$ cat src/rtl/axil_cmd_seq.sv
// Single-command AXI4-Lite master: turns one cmd_* request into an AW/W/B or AR/R
// transaction and reports completion with a one-cycle rsp_valid pulse.
module axil_cmd_seq #(
  parameter int unsigned P_ADDR_WIDTH = 8,
  parameter int unsigned P_DATA_WIDTH = 32,
  parameter int unsigned P_TIMEOUT    = 256
) (
  input  logic                      ACLK,
  input  logic                      ARESET,
  input  logic                      cmd_valid,
  output logic                      cmd_ready,
  input  logic                      cmd_we,
  input  logic [P_ADDR_WIDTH-1:0]   cmd_addr,
  input  logic [P_DATA_WIDTH-1:0]   cmd_wdata,
  output logic                      rsp_valid,
  output logic [P_DATA_WIDTH-1:0]   rsp_rdata,
  output logic                      rsp_err,
  output logic                      m_awvalid,
  input  logic                      m_awready,
  output logic [P_ADDR_WIDTH-1:0]   m_awaddr,
  output logic [2:0]                m_awprot,
  output logic                      m_wvalid,
  input  logic                      m_wready,
  output logic [P_DATA_WIDTH-1:0]   m_wdata,
  output logic [P_DATA_WIDTH/8-1:0] m_wstrb,
  input  logic                      m_bvalid,
  output logic                      m_bready,
  input  logic [1:0]                m_bresp,
  output logic                      m_arvalid,
  input  logic                      m_arready,
  output logic [P_ADDR_WIDTH-1:0]   m_araddr,
  output logic [2:0]                m_arprot,
  input  logic                      m_rvalid,
  output logic                      m_rready,
  input  logic [P_DATA_WIDTH-1:0]   m_rdata,
  input  logic [1:0]                m_rresp
);

  localparam int unsigned LP_CNT_W = (P_TIMEOUT < 2) ? 1 : $clog2(P_TIMEOUT);
  localparam logic [LP_CNT_W-1:0] LP_LIMIT = LP_CNT_W'(P_TIMEOUT - 1);

  typedef enum logic [2:0] {StIdle, StWr, StWrB, StRdAr, StRdR, StRsp} state_e;

  state_e                    r_state, w_state_d;
  logic [P_ADDR_WIDTH-1:0]   r_addr, w_addr_d;
  logic [P_DATA_WIDTH-1:0]   r_wdata, w_wdata_d;
  logic [P_DATA_WIDTH-1:0]   r_rdata, w_rdata_d;
  logic                      r_err, w_err_d;
  logic                      r_aw_done, w_aw_done_d;
  logic                      r_w_done, w_w_done_d;
  logic [LP_CNT_W-1:0]       r_cnt, w_cnt_d;
  logic                      w_expire, w_aw_hs, w_w_hs;

  always_ff @(posedge ACLK or posedge ARESET) begin
    if (ARESET) begin
      r_state   <= StIdle;
      r_addr    <= '0;
      r_wdata   <= '0;
      r_rdata   <= '0;
      r_err     <= 1'b0;
      r_aw_done <= 1'b0;
      r_w_done  <= 1'b0;
      r_cnt     <= '0;
    end else begin
      r_state   <= w_state_d;
      r_addr    <= w_addr_d;
      r_wdata   <= w_wdata_d;
      r_rdata   <= w_rdata_d;
      r_err     <= w_err_d;
      r_aw_done <= w_aw_done_d;
      r_w_done  <= w_w_done_d;
      r_cnt     <= w_cnt_d;
    end
  end

  // Expiry fires in the cycle the counter would reach P_TIMEOUT.
  assign w_expire = (P_TIMEOUT != 0) && (r_cnt == LP_LIMIT);
  assign w_aw_hs  = m_awvalid && m_awready;
  assign w_w_hs   = m_wvalid && m_wready;

  always_comb begin
    w_state_d   = r_state;
    w_addr_d    = r_addr;
    w_wdata_d   = r_wdata;
    w_rdata_d   = r_rdata;
    w_err_d     = r_err;
    w_aw_done_d = r_aw_done;
    w_w_done_d  = r_w_done;
    w_cnt_d     = r_cnt;
    if (r_state != StIdle && r_state != StRsp) begin
      w_cnt_d = r_cnt + 1'b1;
    end
    unique case (r_state)
      StIdle: begin
        if (cmd_valid) begin
          w_addr_d    = cmd_addr;
          w_wdata_d   = cmd_wdata;
          w_rdata_d   = '0;
          w_err_d     = 1'b0;
          w_aw_done_d = 1'b0;
          w_w_done_d  = 1'b0;
          w_cnt_d     = '0;
          w_state_d   = cmd_we ? StWr : StRdAr;
        end
      end
      StWr: begin
        if (w_aw_hs) w_aw_done_d = 1'b1;
        if (w_w_hs)  w_w_done_d  = 1'b1;
        if (w_expire) begin
          w_err_d   = 1'b1;
          w_state_d = StRsp;
        end else if ((r_aw_done || w_aw_hs) && (r_w_done || w_w_hs)) begin
          w_state_d = StWrB;
        end
      end
      StWrB: begin
        // A response landing on the expiry cycle still completes normally.
        if (m_bvalid) begin
          w_err_d   = (m_bresp != 2'b00);
          w_state_d = StRsp;
        end else if (w_expire) begin
          w_err_d   = 1'b1;
          w_state_d = StRsp;
        end
      end
      StRdAr: begin
        if (w_expire) begin
          w_err_d   = 1'b1;
          w_state_d = StRsp;
        end else if (m_arready) begin
          w_state_d = StRdR;
        end
      end
      StRdR: begin
        if (m_rvalid) begin
          w_rdata_d = m_rdata;
          w_err_d   = (m_rresp != 2'b00);
          w_state_d = StRsp;
        end else if (w_expire) begin
          w_err_d   = 1'b1;
          w_state_d = StRsp;
        end
      end
      StRsp: begin
        w_state_d = StIdle;
      end
      default: begin
        w_state_d = StIdle;
      end
    endcase
  end

  // cmd_ready is gated by reset so it stays low while ARESET is held.
  assign cmd_ready = (r_state == StIdle) && !ARESET;
  assign m_awvalid = (r_state == StWr) && !r_aw_done;
  assign m_wvalid  = (r_state == StWr) && !r_w_done;
  assign m_bready  = (r_state == StWrB);
  assign m_arvalid = (r_state == StRdAr);
  assign m_rready  = (r_state == StRdR);
  assign rsp_valid = (r_state == StRsp);
  assign rsp_rdata = r_rdata;
  assign rsp_err   = r_err;
  assign m_awaddr  = r_addr;
  assign m_araddr  = r_addr;
  assign m_wdata   = r_wdata;
  assign m_awprot  = 3'b000;
  assign m_arprot  = 3'b000;
  assign m_wstrb   = {(P_DATA_WIDTH/8){1'b1}};

endmodule

$ cat config.mk
export PLATFORM = sky130hd
export DESIGN_NAME = axil_cmd_seq
export DESIGN_NICKNAME = d
export VERILOG_FILES = /design/src/rtl/axil_cmd_seq.sv
export SDC_FILE = /design/constraint.sdc
export NUM_CORES = 1
export LEC_CHECK = 0
export ABC_AREA = 1
export CORE_MARGIN = 8
export CORE_UTILIZATION = 43
export CTS_BUF_LIST = sky130_fd_sc_hd__clkbuf_4 sky130_fd_sc_hd__clkbuf_8
export CTS_CLUSTER_DIAMETER = 200
export CTS_CLUSTER_SIZE = 40
export DETAILED_ROUTE_END_ITERATION = 12
export GPL_TIMING_DRIVEN = 0
export PLACE_DENSITY = 0.83
export SYNTH_ARGS = -nofsm -noshare
export SYNTH_HDL_FRONTEND = slang
export SYNTH_SLANG_ARGS = --single-unit
$ cat constraint.sdc
create_clock -name ACLK -period 3.4 [get_ports ACLK]
set_input_delay 0.34 -clock ACLK [delete_from_list [all_inputs] [get_ports ACLK]]
set_output_delay 0.34 -clock ACLK [all_outputs]
set_load 0.01 [all_outputs]
==> qor.txt <==
Vias per cell - 4.87
Final Hold Viols - 0
Cell chain of the critical path - nor2_4 > nand2_1 > inv_2 > buf_4 > clkdlybuf4s50_1
Combinational Power Share - 50.4%
Static Leakage - 3.07 nW
RSZ-0062 raised after global routing - no
Initial antenna violation count - 0
Max stage delay on crit path - 550 ps
Synth Cell Area - 0.00402 sq mm
Peak Freq - 409 MHz
Synth area leader - dfrtp_1
Num CTS Buffers - 9
Die width - 113 um
Clk slew on worst S/H paths - 90 ps
Critical Path Sink Type - primary output
DR WL met3 - 1.20 mm
EDFF count, synth - 0
Setup Skew - 11.2 ps
Sw Ratio - 38.5%
Worst Setup Start Kind - flip-flop
Largest net degree at the start of global routing - 45
Crit path DAT - 2110 ps
DRT met1 WL - 4.85 mm
Sw power - 0.00185 W
Clock share of power - 15.3%
CTS max path bufs - 2
Hold Path Class - in -> async
Top layer in use - met4
All-Layer GR Usage - 19.2%
CTS resizes - 0
Tmin final - 2450 ps
Post-Syn Instances - 473
Initial Utilization - 43.9%
Post-layout util - 67.1%
Row cnt - 35
Remaining global-route overflow - 0
Final Cycle Share - 71.9%
Synthesized area per cell - 8.49 sq um
Sequential Power Share - 34.3%
DRC - 0
Final WL - 12.0 mm
Die ar. - 0.0127 sq mm
Post-synth top flop - dfrtp_1
DRT Pass-1 Iters - 4
Register area share after synthesis - 53.6%
Vias - 3800
TritonCTS clock tree - done
Die H - 113 um
Asr flop ratio synth - 100%
Clock sink count - 86
Hpwl dp - 9.57 mm
# Max-Cap Violations - 0
Library cells used by synthesis - 30
CP bufs+invs - 3
WL per Instance - 15.4 um
Share of the synthesized area in the top cell type - 53.6%
Antenna Nets Post-Route - 0
Io pins - 183
CP delay by family, top - buffers and inverters
First-pass GRT wire length - 19.9 mm
Setup Fix Bufs, Post-CTS - 0
Detailed Route Iter0 Violations - 231
Synth-to-layout area growth - 52.9%
Crit-path max FO - 10
Worst-Margin Slew - 576 ps
Number of global-route vias before repair - 3962
Final hold slack - 448 ps
Critical path class - reg -> out
Post-synthesis sequential element count - 86
Clk_lat worst skew - 340 ps
Core Footprint - 0.00915 sq mm
Root Driver - clkbuf_8
Met2 WL post-DR - 5.90 mm
Share of layout cells above drive strength 1 - 13.1%
Final net count - 751
Worst path required time - 3060 ps
Diode count - 0
Outcome - finished clean
Worst vdd ir - 461 uV
Fill cells - 748
Pint - 0.00294 W
Htree depth - 3
Critical Path Slowest Stage Cell - clkdlybuf4s50_1
Top cells by area, synth - dfrtp_1, nand2_1, nand3_1
Final setup fails - 0
Hold Buf Count CTS - 0
Synth warn - 0
Final Max Slew Viols - 0
# port buffers - 172
Placer congestion estimate - 0.905
Slew HR - 61.6%
PD cells - 780 mW/mm^2
==> final timing paths <==
| kind | startpoint | to | slack (ps) | depth (start not counted) |
|---|---|---|---|---|
| setup / recovery | r_state[1]$_DFFE_PP0P_ | m_rready | 950 | 5 |
| hold / removal | ARESET | m_araddr[7]$_DFFE_PP0P_ | 450 | 2 |
| setup reg to reg | r_state[1]$_DFFE_PP0P_ | rsp_rdata[1]$_DFFE_PP0P_ | 1790 | 7 |
| hold reg to reg | m_wdata[23]$_DFFE_PP0P_ | m_wdata[23]$_DFFE_PP0P_ | 490 | 2 |
| max in group asynchronous | ARESET | rsp_rdata[15]$_DFFE_PP0P_ | 2340 | 3 |
| min in group ACLK | m_wdata[23]$_DFFE_PP0P_ | m_wdata[23]$_DFFE_PP0P_ | 490 | 2 |
==> metrics by stage <==
step | setup TNS [ps] | power (W) | area, sq um | cells | worst slack (ps)
floorplan | 0 | 0.00289 | 4050 | 481 | 838
global placement | -48350 | 0.00400 | 5910 | 764 | -567
detailed placement | 0 | 0.00410 | 5940 | 765 | 1330
CTS | 0 | 0.00485 | 6140 | 781 | 936
global route | 0 | 0.00514 | 6140 | 781 | 855
finish | 0 | 0.00479 | 6140 | 781 | 954
==> synth_stat cells (4+ instances only) <==
cell type  instances
buf_6              6
buf_4             23
a21oi_1            6
o21ai_0           27
buf_2              6
inv_1             17
o21ai_1           10
nand2_1          181
nand3_1           41
nor2_1            21
dfrtp_1           86
inv_2              5
nand3_2            4
nand2_2           11
==> registers in the layout, indices dropped and copies added, names as in the netlist <==
signal / cells
rsp_err: 1
r_aw_done: 1
m_araddr: 8
m_wdata: 32
rsp_rdata: 32
r_w_done: 1
r_cnt: 8
r_state: 3
==> cell usage in the layout, fill, tap and decap left out, types with 2 or more instances in the layout <==
master | synthesis | layout
nor3_1 | 2 | 2
buf_2 | 6 | 6
inv_2 | 5 | 5
nand2_4 | 2 | 2
buf_4 | 23 | 23
o211ai_1 | 2 | 2
clkinv_2 | 1 | 2
clkdlybuf4s50_1 | 0 | 172
nand2_1 | 181 | 181
nand3_2 | 4 | 4
dfrtp_1 | 86 | 86
nor2_2 | 3 | 3
nand3_1 | 41 | 41
clkinv_4 | 0 | 2
buf_6 | 6 | 6
a21oi_1 | 6 | 6
clkbuf_2 | 3 | 3
nand3b_1 | 3 | 3
nor2_1 | 21 | 21
nor2_4 | 3 | 3
clkbuf_8 | 0 | 9
inv_1 | 17 | 16
nand2_2 | 11 | 11
conb_1 | 2 | 10
o21ai_1 | 10 | 10
o21ai_0 | 27 | 27
nand4_1 | 2 | 2
==> cell type report <==
class                      count  area (sq um)  area share [%]
buffer                        39           300            4.89
clock buffer                  10           131            2.14
clock inverter                 6          71.3            1.16
inverter                      23          90.1            1.47
multi-input combinational    333          1510            24.5
sequential                    86          2150            35.1
tap                          111           139            2.26
timing repair buffer         173          1750            28.5
==> power by group through the flow <==
| stage | Clock, W | Sequential (W) | Combinational (W) |
|---|---|---|---|
| 6_report | 0.000732 | 0.00164 | 0.00241 |
| 5_1_grt | 0.000798 | 0.00169 | 0.00265 |
| 4_1_cts | 0.000757 | 0.00165 | 0.00245 |
| 2_1_floorplan | 0 | 0.00177 | 0.00113 |
| 3_3_place_gp | 0 | 0.00163 | 0.00237 |
| 3_5_place_dp | 0 | 0.00166 | 0.00244 |
==> metal layers <==
metal | global-route usage, % | up-vias
met4 | 4.59 | 0
li1 | - | 1849
met1 | 23.1 | 1786
met3 | 6.82 | 7
met2 | 32.2 | 158
met5 | 0 | -
==> kinds of logic after synthesis <==
family | after synthesis | synth area share, %
flip-flops | 86 | 53.6
adder cells (fa/ha/maj) | 1 | 0.311
AND/OR/NAND/NOR | 273 | 29.7
AO/OA/AOI/OAI | 49 | 6.57
buffers and inverters | 62 | 9.66
other | 2 | 0.187
Power figures use the tool's default switching activity.
